$ cat src/rtl/id_decode_stage.sv
// RV64I instruction-decode stage (IF -> EX) with valid/ready flow control and flush.
// Optional macro ID_SKID_BUF_EN adds a one-entry skid register so in_ready comes from a flop.
module decoder_3_8 (
  input  logic [2:0] sel,
  output logic [7:0] oh
);
  for (genvar gi = 0; gi < 8; gi++) begin : g_oh
    assign oh[gi] = (sel == 3'(gi));
  end
endmodule

module id_decode_stage #(
  parameter int PC_W = 64,
  parameter int XLEN = 64
) (
  input  logic            clk,
  input  logic            rst,
  input  logic            flush,
  input  logic            in_valid,
  output logic            in_ready,
  input  logic [PC_W-1:0] in_pc,
  input  logic [31:0]     in_inst,
  output logic            out_valid,
  input  logic            out_ready,
  output logic [PC_W-1:0] out_pc,
  output logic [12:0]     out_class,
  output logic [7:0]      out_f3_oh,
  output logic            out_f7_alt,
  output logic [4:0]      out_rd,
  output logic [4:0]      out_rs1,
  output logic [4:0]      out_rs2,
  output logic [XLEN-1:0] out_imm,
  output logic            out_illegal
);
  localparam int C_LUI       = 0;
  localparam int C_AUIPC     = 1;
  localparam int C_JAL       = 2;
  localparam int C_JALR      = 3;
  localparam int C_BRANCH    = 4;
  localparam int C_LOAD      = 5;
  localparam int C_STORE     = 6;
  localparam int C_OP_IMM    = 7;
  localparam int C_OP        = 8;
  localparam int C_OP_IMM_32 = 9;
  localparam int C_OP_32     = 10;
  localparam int C_SYSTEM    = 11;
  localparam int C_MISC_MEM  = 12;

  typedef struct packed {
    logic [PC_W-1:0] pc;
    logic [12:0]     cls;
    logic [7:0]      f3_oh;
    logic            f7_alt;
    logic [4:0]      rd;
    logic [4:0]      rs1;
    logic [4:0]      rs2;
    logic [XLEN-1:0] imm;
    logic            illegal;
  } bundle_t;

  logic [12:0]     cls_next;
  logic [7:0]      f3_oh_next;
  logic [31:0]     imm_i, imm_s, imm_b, imm_u, imm_j;
  logic [31:0]     imm32_next;
  bundle_t         dec_next;
  bundle_t         out_reg;
  logic            out_valid_reg;
  logic            in_fire;

  decoder_3_8 u_f3_dec (
    .sel (in_inst[14:12]),
    .oh  (f3_oh_next)
  );

  // Non-32-bit encodings (inst[1:0] != 11) never match a class.
  always_comb begin
    cls_next = '0;
    if (in_inst[1:0] == 2'b11) begin
      case (in_inst[6:2])
        5'b01101: cls_next[C_LUI]       = 1'b1;
        5'b00101: cls_next[C_AUIPC]     = 1'b1;
        5'b11011: cls_next[C_JAL]       = 1'b1;
        5'b11001: cls_next[C_JALR]      = 1'b1;
        5'b11000: cls_next[C_BRANCH]    = 1'b1;
        5'b00000: cls_next[C_LOAD]      = 1'b1;
        5'b01000: cls_next[C_STORE]     = 1'b1;
        5'b00100: cls_next[C_OP_IMM]    = 1'b1;
        5'b01100: cls_next[C_OP]        = 1'b1;
        5'b00110: cls_next[C_OP_IMM_32] = 1'b1;
        5'b01110: cls_next[C_OP_32]     = 1'b1;
        5'b11100: cls_next[C_SYSTEM]    = 1'b1;
        5'b00011: cls_next[C_MISC_MEM]  = 1'b1;
        default:  cls_next              = '0;
      endcase
    end
  end

  assign imm_i = {{20{in_inst[31]}}, in_inst[31:20]};
  assign imm_s = {{20{in_inst[31]}}, in_inst[31:25], in_inst[11:7]};
  assign imm_b = {{19{in_inst[31]}}, in_inst[31], in_inst[7], in_inst[30:25],
                  in_inst[11:8], 1'b0};
  assign imm_u = {in_inst[31:12], 12'b0};
  assign imm_j = {{11{in_inst[31]}}, in_inst[31], in_inst[19:12], in_inst[20],
                  in_inst[30:21], 1'b0};

  always_comb begin
    imm32_next = '0;
    if (cls_next[C_JALR] | cls_next[C_LOAD] | cls_next[C_OP_IMM] |
        cls_next[C_OP_IMM_32] | cls_next[C_SYSTEM] | cls_next[C_MISC_MEM])
      imm32_next = imm_i;
    else if (cls_next[C_STORE])
      imm32_next = imm_s;
    else if (cls_next[C_BRANCH])
      imm32_next = imm_b;
    else if (cls_next[C_LUI] | cls_next[C_AUIPC])
      imm32_next = imm_u;
    else if (cls_next[C_JAL])
      imm32_next = imm_j;
  end

  always_comb begin
    dec_next         = '0;
    dec_next.pc      = in_pc;
    dec_next.cls     = cls_next;
    dec_next.f3_oh   = f3_oh_next;
    dec_next.f7_alt  = in_inst[30];
    dec_next.rd      = in_inst[11:7];
    dec_next.rs1     = in_inst[19:15];
    dec_next.rs2     = in_inst[24:20];
    dec_next.imm     = XLEN'($signed(imm32_next));
    dec_next.illegal = ~|cls_next;
  end

  assign in_fire = in_valid & in_ready;

`ifdef ID_SKID_BUF_EN
  bundle_t skid_reg;
  logic    skid_valid_reg;

  // Registered ready: only the flush override reaches in_ready combinationally.
  assign in_ready = ~skid_valid_reg & ~flush;

  always_ff @(posedge clk) begin
    if (rst) begin
      out_valid_reg  <= 1'b0;
      out_reg        <= '0;
      skid_valid_reg <= 1'b0;
      skid_reg       <= '0;
    end else if (flush) begin
      out_valid_reg  <= 1'b0;
      skid_valid_reg <= 1'b0;
    end else if (!out_valid_reg || out_ready) begin
      if (skid_valid_reg) begin
        out_reg        <= skid_reg;
        out_valid_reg  <= 1'b1;
        skid_valid_reg <= 1'b0;
      end else if (in_fire) begin
        out_reg       <= dec_next;
        out_valid_reg <= 1'b1;
      end else begin
        out_valid_reg <= 1'b0;
      end
    end else if (in_fire) begin
      skid_reg       <= dec_next;
      skid_valid_reg <= 1'b1;
    end
  end
`else
  assign in_ready = ~flush & (~out_valid_reg | out_ready);

  always_ff @(posedge clk) begin
    if (rst) begin
      out_valid_reg <= 1'b0;
      out_reg       <= '0;
    end else if (flush) begin
      out_valid_reg <= 1'b0;
    end else if (in_fire) begin
      out_reg       <= dec_next;
      out_valid_reg <= 1'b1;
    end else if (out_ready) begin
      out_valid_reg <= 1'b0;
    end
  end
`endif

  assign out_valid   = out_valid_reg;
  assign out_pc      = out_reg.pc;
  assign out_class   = out_reg.cls;
  assign out_f3_oh   = out_reg.f3_oh;
  assign out_f7_alt  = out_reg.f7_alt;
  assign out_rd      = out_reg.rd;
  assign out_rs1     = out_reg.rs1;
  assign out_rs2     = out_reg.rs2;
  assign out_imm     = out_reg.imm;
  assign out_illegal = out_reg.illegal;
endmodule
$ cat config.mk
export PLATFORM = sky130hd
export DESIGN_NAME = id_decode_stage
export DESIGN_NICKNAME = d
export VERILOG_FILES = /design/src/rtl/id_decode_stage.sv
export SDC_FILE = /design/constraint.sdc
export NUM_CORES = 1
export LEC_CHECK = 0
export ABC_AREA = 1
export BUFFER_PORTS_ARGS = -buffer_cell sky130_fd_sc_hd__buf_2
export CORE_UTILIZATION = 42
export DETAILED_ROUTE_END_ITERATION = 16
export PLACE_DENSITY_LB_ADDON = 0.3
export SYNTH_ARGS = -nofsm -noshare
export SYNTH_HDL_FRONTEND = slang
export SYNTH_SLANG_ARGS = --single-unit
$ cat constraint.sdc
create_clock -name clk -period 1.3 [get_ports clk]
set_input_delay 0.195 -clock clk [delete_from_list [all_inputs] [get_ports clk]]
set_output_delay 0.195 -clock clk [all_outputs]
set_load 0.02 [all_outputs]
==> metrics, run 1 <==
gpl congestion=0.801; net switching power=2.62 mW; clock transition at the registers of the reported paths=0.06 ns; Initial DRC Count=309; post-layout util=67.1%; asr flop ratio synth=0%; DRC violations left=0; final setup vio count=69; Syn-to-layout area delta=54.0%; row count=41; # fillers=1,110; Vias/cell=4.89; Max VDD drop=833 uV; most frequent cells in the layout=buf_2 (238), nand2_1 (212), dfxtp_1 (133); Die Ht=117 um; DP Area=7220 um^2; sequential area share after synthesis=48.7%; ANT cells=0; CTS H-tree depth=4; most common cell after layout, fill and taps aside=buf_2; max reg flops=64; Syn Nets=836; Req. time, crit path=1.11 ns; period utilisation layout=108%; post-route ant nets=0; Multi-input gate area=2420 um^2; Nets=1,115; unrepaired setup endpoints after global routing=true; post-place setup slack=-0.211 ns; Worst Setup Start Kind=flop; Die ar.=13,700 um^2; Syn Std Cell Area=5540 um^2; Die W=117 um; GRT Total Usage=23.3%; cells after synthesis=735; CTS tree=built; Max Clk Rate=0.712 GHz; cell area after layout=8540 um^2; Clock Skew=0.00332 ns; top_reg_cell synth=dfxtp_1; critical path type=flop to primary output; PD cells=1210 nW/um^2; share of layout cells above drive strength 1=42.1%; first-pass GRT wire length=24.2 mm; Post-Route WL=17.6 mm; Gate power share=13.7%; num ports=269; Design Power=10.3 mW; Worst Max-Slew Pin Slew=0.529 ns; largest net degree at the start of global routing=97; detailed placer's ending HPWL=11.7 mm; LEAKAGE=4.21 nW; Pre-Repair DR Iteration Count=4; Skew-Pair Late Insertion Delay=0.41 ns; Netlist cell types=28; Clock Sinks=135; setup ws final=-0.105 ns; relative slew slack=64.7%; outcome=finished, violations left; worst min path class=primary input to flop; power share of the sequential group=42.5%; YS warnings=0; vias=5,855; CTS max path bufs=2; internal power=7.69 mW; Avg Cell Area, Syn=7.54 um^2; Slew Viols, Final=0; hold_ws=0.0249 ns; FF/Latch Area=2710 um^2; Post-synth EDFFs=0; total CTS buffers=17; max-cap violation count=0; #FFs+latches synth=135; core footprint=12,700 um^2; crit path capture type=primary output; failing checks=setup timing; worst path arrival time=1.21 ns; initial antenna violation count=0; I/O Buffers=268; Initial Util=43.6%; worst-path maximum fanout=8; GRT overflow=0; WL per Instance=14.7 um; vias in the first global route=4,942; clock power share=43.8%; Final Hold Viols=0; switch share=25.4%; Period minus WS final=1.40 ns; Root Driver=clkbuf_16
-- power groups by stage --
stage | clock (mW) | sequential (mW) | combinational [mW]
finish | 4.51 | 4.39 | 1.41
global route | 4.75 | 4.40 | 1.53
CTS | 4.58 | 4.38 | 1.33
detailed placement | 0 | 4.47 | 1.28
global placement | 0 | 4.47 | 1.27
floorplan | 0 | 4.68 | 0.491
-- per-layer routing --
| metal | share of wire [%] | global-route usage, % | wire [um] | vias to the layer above |
|---|---|---|---|---|
| li1 | - | - | - | 2907 |
| met1 | 41 | 28.1 | 7230 | 2706 |
| met2 | 50 | 39.7 | 8870 | 217 |
| met3 | 6.8 | 6.08 | 1190 | 25 |
| met4 | 1.9 | 9.28 | 338 | 0 |
| met5 | 0 | 0 | 0 | - |
-- kinds of logic (layout without fill, tap and decap cells) --
group           Yosys count  after routing  synth area share, %
compound gates          170            170                 15.6
buf+inv                 125            415                 11.5
mux                       4              4                0.722
flops                   135            135                 48.7
simple gates            301            302                 23.4
-- final timing paths --
| kind | from | to | slack (ns) | cells past startpoint |
|---|---|---|---|---|
| worst min register to register | out_pc[6] | out_pc[6] | 0.46 | 2 |
| worst min-delay path | in_pc[28] | out_pc[28] | 0.02 | 3 |
| worst max-delay path | out_imm[31] | out_imm[49] | -0.10 | 2 |
| worst max register to register | out_valid | out_imm[25] | -0.09 | 10 |
-- synthesized netlist by cell type, drive strengths merged, types with 3 or more instances --
| library cell | n | area share [%] |
|---|---|---|
| nand4 | 9 | 1.0 |
| nand2 | 224 | 16 |
| nor3 | 3 | 0.47 |
| nand3 | 39 | 4.2 |
| inv | 49 | 3.3 |
| buf | 54 | 6.7 |
| clkbuf | 22 | 1.5 |
| o21a | 4 | 0.54 |
| o21ai | 35 | 3.2 |
| dfxtp | 135 | 49 |
| nor2 | 25 | 2.0 |
| mux2i | 4 | 0.72 |
| a21oi | 128 | 12 |
-- area by class of cell --
type / instances / area share [%]
Clock buffer: 23 / 5.72
Clock inverter: 8 / 0.850
Inverter: 49 / 2.15
Multi-Input combinational cell: 476 / 28.3
Sequential cell: 135 / 31.7
Tap cell: 172 / 2.52
Timing Repair Buffer: 335 / 28.7
-- critical path, cell delays in order, from the launching register on --
cell and delay, ns:
dfxtp_4 0.44, clkbuf_16 0.19, buf_2 0.16
-- metrics by stage --
stage	setup TNS, ns	std cells
after floorplan	-0.208	735
after global placement	-4.52	1153
after detailed placement	-6.25	1153
after CTS	-4.39	1189
after global routing	-11.14	1198
final	-2.85	1198
-- timing repair --
item                                    CTS  global route
pin swaps                                24             9
resized for setup                        36           119
hold buffers                              0             0
buffers inserted                          3             4
endpoints found under the hold margin     0             0
endpoints found under the setup margin  114           160
gates cloned                              2             5
No activity file was read; power rests on OpenSTA's default activity.
==> run 2: changes to the inputs <==
CAP_MARGIN = 5   (was unset)
SETUP_SLACK_MARGIN = 0.02   (was unset)
==> run 2 against run 1 <==
- global-route usage up 1.0 points
- the run still ends with setup timing left
- worst hold slack got worse by 0.00054 ns
- non-clock buffer count decreased by 6
- critical path type unchanged
- wire length fell by 2.4%
==> metrics, run 2 (same netlist as run 1, synthesis figures left out) <==
critical path's slowest cell=dfxtp_4; Post-Route WL=17.2 mm (-2.4%); post-place setup slack=-0.233 ns (-0.0222 ns); Syn-to-layout area delta=51.3%; core footprint=12,700 um^2 (unchanged); Initial DRC Count=347 (+12%); Final Hold Viols=0 (unchanged); worst r2r src=out_valid; Initial Util=43.6% (unchanged); PD cells=1260 nW/um^2 (+4.5%); hold buffers post-CTS=0 (unchanged); initial antenna violation count=0 (unchanged); cell family with most CP delay=flip-flops; Slew Viols, Final=0 (unchanged); DP Area=7170 um^2 (-0.80%); max-cap violation count=0 (unchanged); Period minus WS final=1.37 ns (-0.0332 ns); clock transition at the registers of the reported paths=0.06 ns (about the same); most common cell after layout, fill and taps aside=buf_2; Root Driver=clkbuf_16; vias=5,785 (-1.2%); WL per Instance=14.4 um (-2.0%); ANT cells=0 (unchanged); Worst Setup Start Kind=flop; largest net degree at the start of global routing=104 (+7.2%); num ports=269 (unchanged); detailed placer's ending HPWL=11.3 mm (-2.9%); Req. time, crit path=1.11 ns (about the same); Vias/cell=4.85 (-0.78%); CTS H-tree depth=4 (unchanged); Worst Max-Slew Pin Slew=0.495 ns (-0.0344 ns); share of layout cells above drive strength 1=40.6% (-1.5 points); unrepaired setup endpoints after global routing=true; Clock Skew=0.0104 ns (+0.00709 ns); fin cells=1,193 (-0.42%); row count=41 (unchanged); Die W=117 um (unchanged); most frequent cells in the layout=buf_2 (233), nand2_1 (210), dfxtp_1 (133); total CTS buffers=17 (unchanged); max reg flops=64 (unchanged); Die Ht=117 um (unchanged); Skew-Pair Late Insertion Delay=0.41 ns (about the same); Cell Chain, Critical Path=clkbuf_16 > buf_4; DRC violations left=0 (unchanged); outcome=finished, violations left; post-route ant nets=0 (unchanged); setup ws final=-0.0717 ns (+0.0332 ns); crit path capture type=primary output; worst-path maximum fanout=8 (unchanged); largest stage delay on the critical path=0.44 ns (about the same); failing checks=setup timing; Buffers & Inverters on Critical Path=2 (unchanged); Worst Setup SP=out_imm[31]; Clock Sinks=135 (unchanged); FF/Latch Area=2710 um^2 (unchanged); Pre-Repair DR Iteration Count=5 (+1); CTS tree=built; # fillers=1,118 (+0.72%); period utilisation layout=106% (-2.6 points); LEAKAGE=4.14 nW (-1.5%); critical path type=flop to primary output; Nets=1,109 (-0.54%); worst path arrival time=1.18 ns (-0.03 ns); GRT Total Usage=24.3% (+1.0 points); I/O Buffers=268 (unchanged); Max VDD drop=771 uV (-7.4%); CTS max path bufs=2 (unchanged); worst min path class=primary input to flop; vias in the first global route=5,008 (+1.3%); HP Start=in_pc[29]; GRT overflow=0 (unchanged); Multi-input gate area=2360 um^2 (-2.5%); Die ar.=13,700 um^2 (unchanged); gpl congestion=0.872 (+8.8%); cell area after layout=8390 um^2 (-1.8%); Placed Cells incl. Taps=1,147 (-0.52%); Max Clk Rate=0.729 GHz (+2.4%); final setup vio count=86 (+25%); first-pass GRT wire length=25.3 mm (+4.6%); hold_ws=0.0243 ns (-0.000543 ns); relative slew slack=67.0% (+2.3 points)
run 2: final timing paths:
kind	end	slack [ns]	depth (start not counted)
worst max-delay path	out_imm[59]	-0.07	2
worst min-delay path	out_pc[29]	0.02	3
worst max register to register	out_imm[14]	-0.06	7
worst min register to register	out_f3_oh[3]	0.46	2
run 2: where the power goes:
group | internal (mW) | switching, mW
clock network | 3.02 | 1.80
registers | 4.30 | 0.0839
logic | 0.558 | 0.821
total | 7.89 | 2.70
run 2: stage by stage:
stage | util (%) | total power [mW] | TNS, ns
after floorplan | - | 5.18 | -0.476
after global placement | 56.3 | 5.72 | -7.86
after detailed placement | 56.3 | 5.72 | -8.53
after CTS | 63.9 | 10.6 | -1.24
after global routing | 65.9 | 11.0 | -9.71
final | 65.9 | 10.6 | -2.25
run 2: metal layers:
metal / up-vias / routed length, um / track usage, % / share of wire [%]
met5: - / 0 / 0 / 0
met4: 0 / 215 / 10.5 / 1.2
met3: 18 / 1220 / 6.69 / 7.1
met2: 228 / 8520 / 40.4 / 50
met1: 2632 / 7240 / 29.6 / 42
li1: 2907 / - / - / -
run 2: what timing repair did:
action / CTS / global route
pin swaps: 6 / 4
buffers inserted: 7 / 0
gates resized for setup: 83 / 52
setup endpoints to repair: 123 / 151
cloned: 3 / 4
run 2: worst min-delay path: cells and delay by family:
kind / cells / cell delay, ns
buffers and inverters: 1 / 0.09
and+or+nand+nor: 1 / 0.05
AOI/OAI and AO/OA: 1 / 0.05
run 2: area by class of cell:
cell class	instances	share of cell area [%]
clock buffer	21	5.73
multi-input combinational	476	28.1
timing repair buffer	329	27.6
sequential	135	32.3
clock inverter	11	1.45
inverter	49	2.19
tap	172	2.57
==> run 3: changes to the inputs <==
TNS_END_PERCENT = 10   (was unset)
==> run 3 against run 2 <==
- combinational power fell by 4%
- clock power decreased by 5.4%
- final area is 4.2% lower
- first-iteration DRC count decreased by 11%
- clock-buffer cell count unchanged
- maximum frequency fell by 0.45%
- final cell count fell by 0.59%
- flip-flop and latch count is the same
- wire length shrank 2.0%
- non-clock buffer count decreased by 5
- largest power group unchanged
- global-route usage decreased by 0.23 points
- critical endpoint is now out_imm[18]
- the flow still finishes with violations (setup timing)
- setup slack got worse by 0.0062 ns
==> metrics, run 3 (same netlist as run 1, synthesis figures left out) <==
outcome=finished, violations left; failing checks=setup timing; DRC violations left=0 (unchanged); CTS tree=built; # fillers=1,199 (+7.2%); core footprint=12,700 um^2 (unchanged); Final Hold Viols=0 (unchanged); DP Area=7130 um^2 (-0.56%); CTS max path bufs=2 (unchanged); Worst Max-Slew Pin Slew=0.463 ns (-0.0325 ns); most common cell after layout, fill and taps aside=buf_2; CTS H-tree depth=4 (unchanged); most frequent cells in the layout=buf_2 (233), nand2_1 (214), dfxtp_1 (133); post-route setup TNS=-1.88 ns (+0.373 ns); ANT cells=0 (unchanged); worst-path maximum fanout=15 (+7); Nets=1,103 (-0.54%); critical path type=flop to flop; clock transition at the registers of the reported paths=0.06 ns (about the same); Slew Viols, Final=0 (unchanged); post-route ant nets=0 (unchanged); Skew-Pair Late Insertion Delay=0.42 ns (about the same); Vias/cell=4.82 (-0.64%); Max Clk Rate=0.726 GHz (-0.45%); GRT overflow=0 (unchanged); num ports=269 (unchanged); Req. time, crit path=1.58 ns (+0.47 ns); first-pass GRT wire length=24.9 mm (-1.7%); Pre-Repair DR Iteration Count=5 (unchanged); GRT Total Usage=24.1% (-0.23 points); Root Driver=clkbuf_16; vias in the first global route=5,133 (+2.5%); vias=5,714 (-1.2%); gpl congestion=0.903 (+3.6%); Syn-to-layout area delta=44.8%; Post-Route WL=16.9 mm (-2.0%); share of layout cells above drive strength 1=37.5% (-3.2 points); Die ar.=13,700 um^2 (unchanged); Period minus WS final=1.38 ns (+0.00622 ns); final setup vio count=81 (-5.8%); Max VDD drop=940 uV (+22%); worst path arrival time=1.66 ns (+0.48 ns); Worst Setup Start Kind=flop; largest net degree at the start of global routing=104 (unchanged); Clock Skew=0.00770 ns (-0.00272 ns); max reg flops=64 (unchanged); relative slew slack=69.2% (+2.2 points); Die W=117 um (unchanged); post-place setup slack=-0.191 ns (+0.0419 ns); Clock Sinks=135 (unchanged); Cell Chain, Critical Path=inv_2 > nor2_4 > nor2_4 > nand2_8 > buf_12 > buf_12 > a21oi_2 > a21oi_1; Initial Util=43.6% (unchanged); largest stage delay on the critical path=0.34 ns (-0.10 ns); Die Ht=117 um (unchanged); PD cells=1280 nW/um^2 (+1.2%); I/O Buffers=268 (unchanged); worst min path class=primary input to flop; unrepaired setup endpoints after global routing=true; critical path's slowest cell=dfxtp_4; row count=41 (unchanged); initial antenna violation count=0 (unchanged); setup ws final=-0.0779 ns (-0.00622 ns); Initial DRC Count=308 (-11%); cell area after layout=8030 um^2 (-4.2%); LEAKAGE=4.01 nW (-3.3%); crit path capture type=flop; total CTS buffers=17 (unchanged); period utilisation layout=106% (+0.48 points); max-cap violation count=0 (unchanged); WL per Instance=14.2 um (-1.4%); detailed placer's ending HPWL=11.7 mm (+2.8%)
run 3: report_power, final:
part / internal, mW / switching [mW]
sequential: 4.30 / 0.0819
clock: 2.73 / 1.83
combinational: 0.524 / 0.799
run 3: final cells by class:
cell class | count | area [um^2] | share of cell area (%)
Sequential cell | 135 | 2710 | 33.7
Multi-Input combinational cell | 475 | 2280 | 28.4
Timing Repair Buffer | 324 | 2080 | 25.9
Clock buffer | 21 | 460 | 5.73
Tap cell | 172 | 215 | 2.68
Inverter | 49 | 184 | 2.29
Clock inverter | 10 | 97.6 | 1.22
run 3: per-stage QoR:
step	hold WS, ns	cells	util, %	power [mW]
after floorplan	0.264	735	-	5.17
after global placement	0.442	1145	56.0	5.71
after detailed placement	0.448	1145	56.0	5.72
after CTS	0.000897	1184	61.6	10.3
after global routing	0.0139	1186	63.1	10.7
final	0.0245	1186	63.1	10.3
run 3: critical path, delay by kind of cell, from the launching register on:
kind | cells | cell delay (ns)
compound gates | 2 | 0.16
flops | 1 | 0.34
buf+inv | 3 | 0.39
simple gates | 3 | 0.36
run 3: per-layer routing:
metal | up-vias | global-route usage (%) | routed length [um]
met5 | - | 0 | 0
met4 | 0 | 9.70 | 272
met3 | 20 | 7.67 | 1330
met2 | 233 | 41.0 | 8310
met1 | 2578 | 28.2 | 6960
li1 | 2883 | - | -
run 3: path summary, 6_finish.rpt:
check | from | end | slack [ns] | depth (start not counted)
worst min register to register | out_pc[36] | out_pc[36] | 0.46 | 2
worst max-delay path | out_valid | out_imm[18] | -0.08 | 8
worst min-delay path | in_pc[54] | out_pc[54] | 0.02 | 3
worst max register to register | out_valid | out_imm[18] | -0.08 | 8
run 3: repair_timing:
item	CTS	global route
pin swaps	10	10
endpoints found under the hold margin	5	0
resized for setup	12	69
gates cloned	1	0
hold buffers	5	0
buffers inserted	2	2
endpoints found under the setup margin	151	162
